### src/rtl/demux2_reg.sv
// Registered 1-to-2 stream demultiplexer.
// One input word per handshake is steered to output A (sel_i=1) or output B (sel_i=0).
// Each output has a one-entry register with a valid/ready handshake.
// Each output also has a wrapping counter of completed deliveries.
module demux2_reg #(
   parameter int unsigned DATA_WIDTH = 20,
   parameter int unsigned CNT_WIDTH  = 8
) (
   input  logic                  clk_i,
   input  logic                  rst_i,
   input  logic [DATA_WIDTH-1:0] data_i,
   input  logic                  sel_i,
   input  logic                  valid_i,
   output logic                  ready_o,
   output logic [DATA_WIDTH-1:0] a_o,
   output logic                  a_valid_o,
   input  logic                  a_ready_i,
   output logic [DATA_WIDTH-1:0] b_o,
   output logic                  b_valid_o,
   input  logic                  b_ready_i,
   output logic [CNT_WIDTH-1:0]  a_cnt_o,
   output logic [CNT_WIDTH-1:0]  b_cnt_o
);

   // Occupancy of one output register
   typedef enum logic [0:0] {
      StEmpty,
      StFull
   } side_state_e;

   side_state_e a_state_q, a_state_d;
   side_state_e b_state_q, b_state_d;

   logic [DATA_WIDTH-1:0] a_data_q, a_data_d;
   logic [DATA_WIDTH-1:0] b_data_q, b_data_d;
   logic [CNT_WIDTH-1:0]  a_cnt_q, a_cnt_d;
   logic [CNT_WIDTH-1:0]  b_cnt_q, b_cnt_d;

   logic a_full, b_full;
   logic a_free, b_free;
   logic accept;
   logic a_load, b_load;
   logic a_drain, b_drain;

   // Handshake decode: a side can take a word if it is empty or is emptying this cycle
   always_comb begin
      a_full  = (a_state_q == StFull);
      b_full  = (b_state_q == StFull);
      a_free  = !a_full || a_ready_i;
      b_free  = !b_full || b_ready_i;
      // ready_o must not depend on valid_i
      ready_o = sel_i ? a_free : b_free;
      accept  = valid_i && ready_o;
      a_load  = accept && sel_i;
      b_load  = accept && !sel_i;
      a_drain = a_full && a_ready_i;
      b_drain = b_full && b_ready_i;
   end

   // State registers; reset drops buffered words without counting them
   always_ff @(posedge clk_i) begin
      if (rst_i) begin
         a_state_q <= StEmpty;
         b_state_q <= StEmpty;
         a_data_q  <= '0;
         b_data_q  <= '0;
         a_cnt_q   <= '0;
         b_cnt_q   <= '0;
      end else begin
         a_state_q <= a_state_d;
         b_state_q <= b_state_d;
         a_data_q  <= a_data_d;
         b_data_q  <= b_data_d;
         a_cnt_q   <= a_cnt_d;
         b_cnt_q   <= b_cnt_d;
      end
   end

   // Next-state for side A: a load wins over a drain so back-to-back words see no bubble
   always_comb begin
      a_state_d = a_state_q;
      unique case (a_state_q)
         StEmpty: begin
            if (a_load) a_state_d = StFull;
         end
         StFull: begin
            if (a_drain && !a_load) a_state_d = StEmpty;
         end
         default: a_state_d = StEmpty;
      endcase
   end

   // Next-state for side B, same rules as A
   always_comb begin
      b_state_d = b_state_q;
      unique case (b_state_q)
         StEmpty: begin
            if (b_load) b_state_d = StFull;
         end
         StFull: begin
            if (b_drain && !b_load) b_state_d = StEmpty;
         end
         default: b_state_d = StEmpty;
      endcase
   end

   // Datapath and counters: data holds its last value after a drain, counters wrap silently
   always_comb begin
      a_data_d = a_load ? data_i : a_data_q;
      b_data_d = b_load ? data_i : b_data_q;
      a_cnt_d  = a_drain ? a_cnt_q + CNT_WIDTH'(1) : a_cnt_q;
      b_cnt_d  = b_drain ? b_cnt_q + CNT_WIDTH'(1) : b_cnt_q;
   end

   // Outputs come straight from registers, never from data_i
   always_comb begin
      a_valid_o = (a_state_q == StFull);
      b_valid_o = (b_state_q == StFull);
      a_o       = a_data_q;
      b_o       = b_data_q;
      a_cnt_o   = a_cnt_q;
      b_cnt_o   = b_cnt_q;
   end

endmodule
### config.mk
export PLATFORM = sky130hd
export DESIGN_NAME = demux2_reg
export DESIGN_NICKNAME = d
export VERILOG_FILES = /design/src/rtl/demux2_reg.sv
export SDC_FILE = /design/constraint.sdc
export NUM_CORES = 1
export LEC_CHECK = 0
export CAP_MARGIN = 20
export CORE_ASPECT_RATIO = 0.6
export CORE_MARGIN = 2
export CORE_UTILIZATION = 31
export CTS_BUF_LIST = sky130_fd_sc_hd__clkbuf_8
export CTS_CLUSTER_SIZE = 16
export DETAILED_ROUTE_END_ITERATION = 6
export DONT_BUFFER_PORTS = 1
export SLEW_MARGIN = 5
export SYNTH_ARGS = -nofsm -noshare
export SYNTH_HDL_FRONTEND = slang
export SYNTH_SLANG_ARGS = --single-unit
export TNS_END_PERCENT = 100
### constraint.sdc
create_clock -name clk_i -period 2.2 [get_ports clk_i]
set_input_delay 0.44 -clock clk_i [delete_from_list [all_inputs] [get_ports clk_i]]
set_output_delay 0.44 -clock clk_i [all_outputs]
set_load 0.005 [all_outputs]
After elaboration in Yosys (flattened, before gate mapping)
Cells that the tools add are included.
{"block": "classes", "addsub": 2, "bitwise": 2, "muxes": 7, "n_reduce_logical": 14}
{"op": "adder 8 x 1 -> 8 bit, second input constant", "n": 2}
{"op": "logical AND 1 bit", "n": 7}
{"op": "logical NOT 1 bit", "n": 5}
{"op": "two-way mux 1 bit", "n": 5}
{"op": "case mux 1 bit (2 select lines)", "n": 2}
{"op": "logical OR 1 bit", "n": 2}
{"op": "inverter 1 bit", "n": 2}
{"block": "word_totals", "input_bits": 26, "ff_bits": 58}

Logic depth before layout (Yosys ltp)
{"block": "depth", "word_depth": 9, "ltp_mapped": 4, "mapped_depth_nobuf": 4}

Worst setup path before layout
OpenSTA, ideal clock, no wires.
{"block": "synth_timing", "path_type": "flip-flop to output port", "start": "register b_state_q, in the netlist b_valid_o", "end": "output port ready_o", "n_path_buf": 1, "t_arrival_ns": 1.052, "stages_incl_launch_ff": 5, "path_slack_ns": 0.708, "path_cell_list": "dfxtp_1 > or2b_1 > clkbuf_1 > nor2_1 > a21oi_1"}
{"block": "synth_via", "elab_chain_len": 3}
{"element": "from (decl)", "line": "32", "text": "side_state_e b_state_q, b_state_d;"}
{"element": "from (signal assigned)", "line": "64", "text": "b_state_q <= StEmpty;"}
{"element": "from (signal assigned)", "line": "71", "text": "b_state_q <= b_state_d;"}
{"element": "logical NOT 1 bit", "line": "50", "text": "b_free = !b_full || b_ready_i;"}
{"element": "logical OR 1 bit", "line": "50"}
{"element": "two-way mux 1 bit", "line": "52", "text": "ready_o = sel_i ? a_free : b_free;"}
{"element": "to (decl)", "line": "14", "text": "output logic ready_o,"}
No other way between the ends.

Worst setup path after layout
{"block": "layout_timing", "start": "register a_state_q, in the netlist a_valid_o", "end": "output port ready_o"}
{"block": "layout_via", "elab_chain_len": 3}
{"element": "from (decl)", "line": "31", "text": "side_state_e a_state_q, a_state_d;"}
{"element": "from (signal assigned)", "line": "63", "text": "a_state_q <= StEmpty;"}
{"element": "from (signal assigned)", "line": "70", "text": "a_state_q <= a_state_d;"}
{"element": "logical NOT 1 bit", "line": "49", "text": "a_free = !a_full || a_ready_i;"}
{"element": "logical OR 1 bit", "line": "49"}
{"element": "two-way mux 1 bit", "line": "52"}
No other way between the ends.

==> flow_summary.ini <==
[route]
wl_per_cell_um = 17.47
ant_nets = 0
drtIter0Drc = 146
dr_total_vias = 2039
drt_wl_total_um = 6585
drtPass1Iterations = 4
vias_per_cell = 5.408
drc = 0

[placement]
port_buffers = 0
gp_congestion = 0.7659
dp.cells = 362
placed_cell_area_sq_um = 2379
dpl.hpwl_um = 4493

[critical_path]
worstSetupStartpointType = flip-flop
crit_arrival_ns = 1.34
crit_fanout = 15
critPathKind = reg2out
startpoint = a_valid_o
required_ns = 1.76
crit_path_end_kind = output port
reg2reg_from = a_valid_o

[finish]
nets = 297
final-seq-area_sq_um = 1161
drive_gt1_frac = 0.08791
final_cells = 377
syn2layout_area_growth_pct = 10.77
final_area_sq_um = 2549
fillers = 786
antenna_cells = 0
multiInputGateArea_sq_um = 1042

[run_status]
status = finished, final reports clean

[cts]
hold_buffers = 0
cts_setup_buffers = 0
clkLatencyLatePin_ns = 0.33
cts.path.max_buffers = 2
cts_tree = done
root_buffer = clkbuf_8
cts_resized = 0
clkTransAtPathRegs_ns = 0.06
htree_levels = 3
cts_buffers = 9
cts_sinks = 58

[grt]
grt_pass1_vias = 1917
grt_max_degree = 59
gr-total-overflow = 0
grt_antenna_before_repair = 0
grt.total_usage = 0.1702
grt_pass1_wl_um = 10460

[power]
power_mw = 2.079
p_int_mw = 1.579
pwr-share-seq = 0.541
swShare = 0.2405
power_frac_clock = 0.411
power_frac_comb = 0.049
p_sw_mw = 0.5001
ir_drop_mv = 0.2822
p_per_area_nw_per_um2 = 815.9
p_leak_nw = 0.8209

[sta]
timing.setup.tns_ns = 0
finalSetupViolations = 0
relSlewSlack = 0.4761
slew_viol_final = 0
min_period_over_period = 0.8070
holdWs_ns = 0.1661
post-route-min-period_ns = 1.775
tightest_slew_ns = 0.7859
hold_viol_final = 0
rsz0062_at_grt = false
skew_ns = 0.004808
timing.fmax_mhz = 563.3

[hold_path]
hp-start = rst_i
hp-class = in2reg

[yosys]
syn_area_per_cell_sq_um = 8.337
ys.warnings.count = 0
synth_area_sq_um = 2301
ys_seq_area_frac = 0.5046
yosys.area.top_type = dfxtp_1
ys_ff_latch = 58
synth_common_cells = 58 x dfxtp_1, 55 x a21oi_1, 46 x nand3_1, 46 x o21ai_0, 21 x clkbuf_1
ys_types = 23
synth_edf_count = 0
yosys_most_used_dff = dfxtp_1
async_flop_share = 0
synthCells = 276
synthTopCellsByArea = dfxtp_1 50%, a21oi_1 12%, nand3_1 10%
synthDominantCellAreaShare = 0.5046
syn-num-nets = 304
yosys.cell_count.top_type = dfxtp_1

[die]
fp.dieH_um = 70.74
start_util = 0.3179
fp.dieArea_sq_um = 8150
pin_count = 85
fp.coreArea_sq_um = 7237
dieWidth_um = 115.2
row_count = 24

[flow_run]
drv_cap = 0
area by class of cell:
cell class	count	share of cell area
Tap cell	104	0.05106
Clock inverter	4	0.007364
Timing Repair Buffer	4	0.01178
Clock buffer	11	0.05940
Sequential cell	58	0.4556
Inverter	4	0.005891
Multi-Input combinational cell	192	0.4089
per-stage QoR:
step | util | worst slack (ns)
2_1_floorplan | - | 0.7079
3_3_place_gp | 0.3287 | 0.7408
3_5_place_dp | 0.3287 | 0.7173
4_1_cts | 0.3522 | 0.3901
5_1_grt | 0.3522 | 0.3215
6_report | 0.3522 | 0.4247
cells by family (layout without fill, tap and decap cells):
logic type / count (synthesis) / in the layout / synth area share
buffers and inverters: 26 / 23 / 0.04241
adder cells (fa/ha/maj): 2 / 2 / 0.01087
AND/OR/NAND/NOR: 81 / 81 / 0.1941
XOR/XNOR: 4 / 4 / 0.01523
AO/OA/AOI/OAI: 105 / 105 / 0.2327
flip-flops: 58 / 58 / 0.5046
worst max-delay path: stages, from the launching register on:
cell and delay (ns):
dfxtp_1 0.47, and2b_2 0.38, a21oi_1 0.15
cell usage in the layout (no fill, tap or decap), drive strengths merged:
master	synthesis	routed
dfxtp	58	58
a21oi	55	55
nand3	46	46
o21ai	46	46
clkbuf	21	11
nand2	7	7
nand4	6	6
or3	6	6
nor2	5	5
inv	4	5
o31ai	4	4
or4	4	4
buf	1	4
clkinv	0	3
and2b	2	2
or2b	2	2
xnor2	2	2
xor2	2	2
ha	2	2
nor2b	1	1
nand2b	1	1
and2	1	1
per-layer routing:
layer / track usage / vias to the layer above / part of all wire
li1: - / 985 / -
met1: 0.2196 / 951 / 0.44
met2: 0.2268 / 93 / 0.40
met3: 0.1148 / 10 / 0.15
met4: 0.05355 / 0 / 0.013
met5: 0 / - / 0
state kept, by name (all words and copies together) (netlist names):
register and cells:
a_cnt_o 8, a_o 20, a_valid_o 1, b_cnt_o 8
b_o 20, b_valid_o 1
path summary, 6_finish.rpt:
kind,end,slack (ns),depth (start not counted)
min reg2reg,a_o[6],0.49,2
max,ready_o,0.42,2
min,b_o[17],0.17,1
max reg2reg,a_o[13],0.72,3
power by group through the flow:
stage	clock network (mW)	registers (mW)	logic, mW
2_1_floorplan	0	1.14	0.0928
3_3_place_gp	0	1.15	0.0991
3_5_place_dp	0	1.15	0.102
4_1_cts	0.890	1.13	0.102
5_1_grt	0.946	1.13	0.116
6_report	0.854	1.12	0.101
Note: power is estimated with default switching activity, not from simulation.
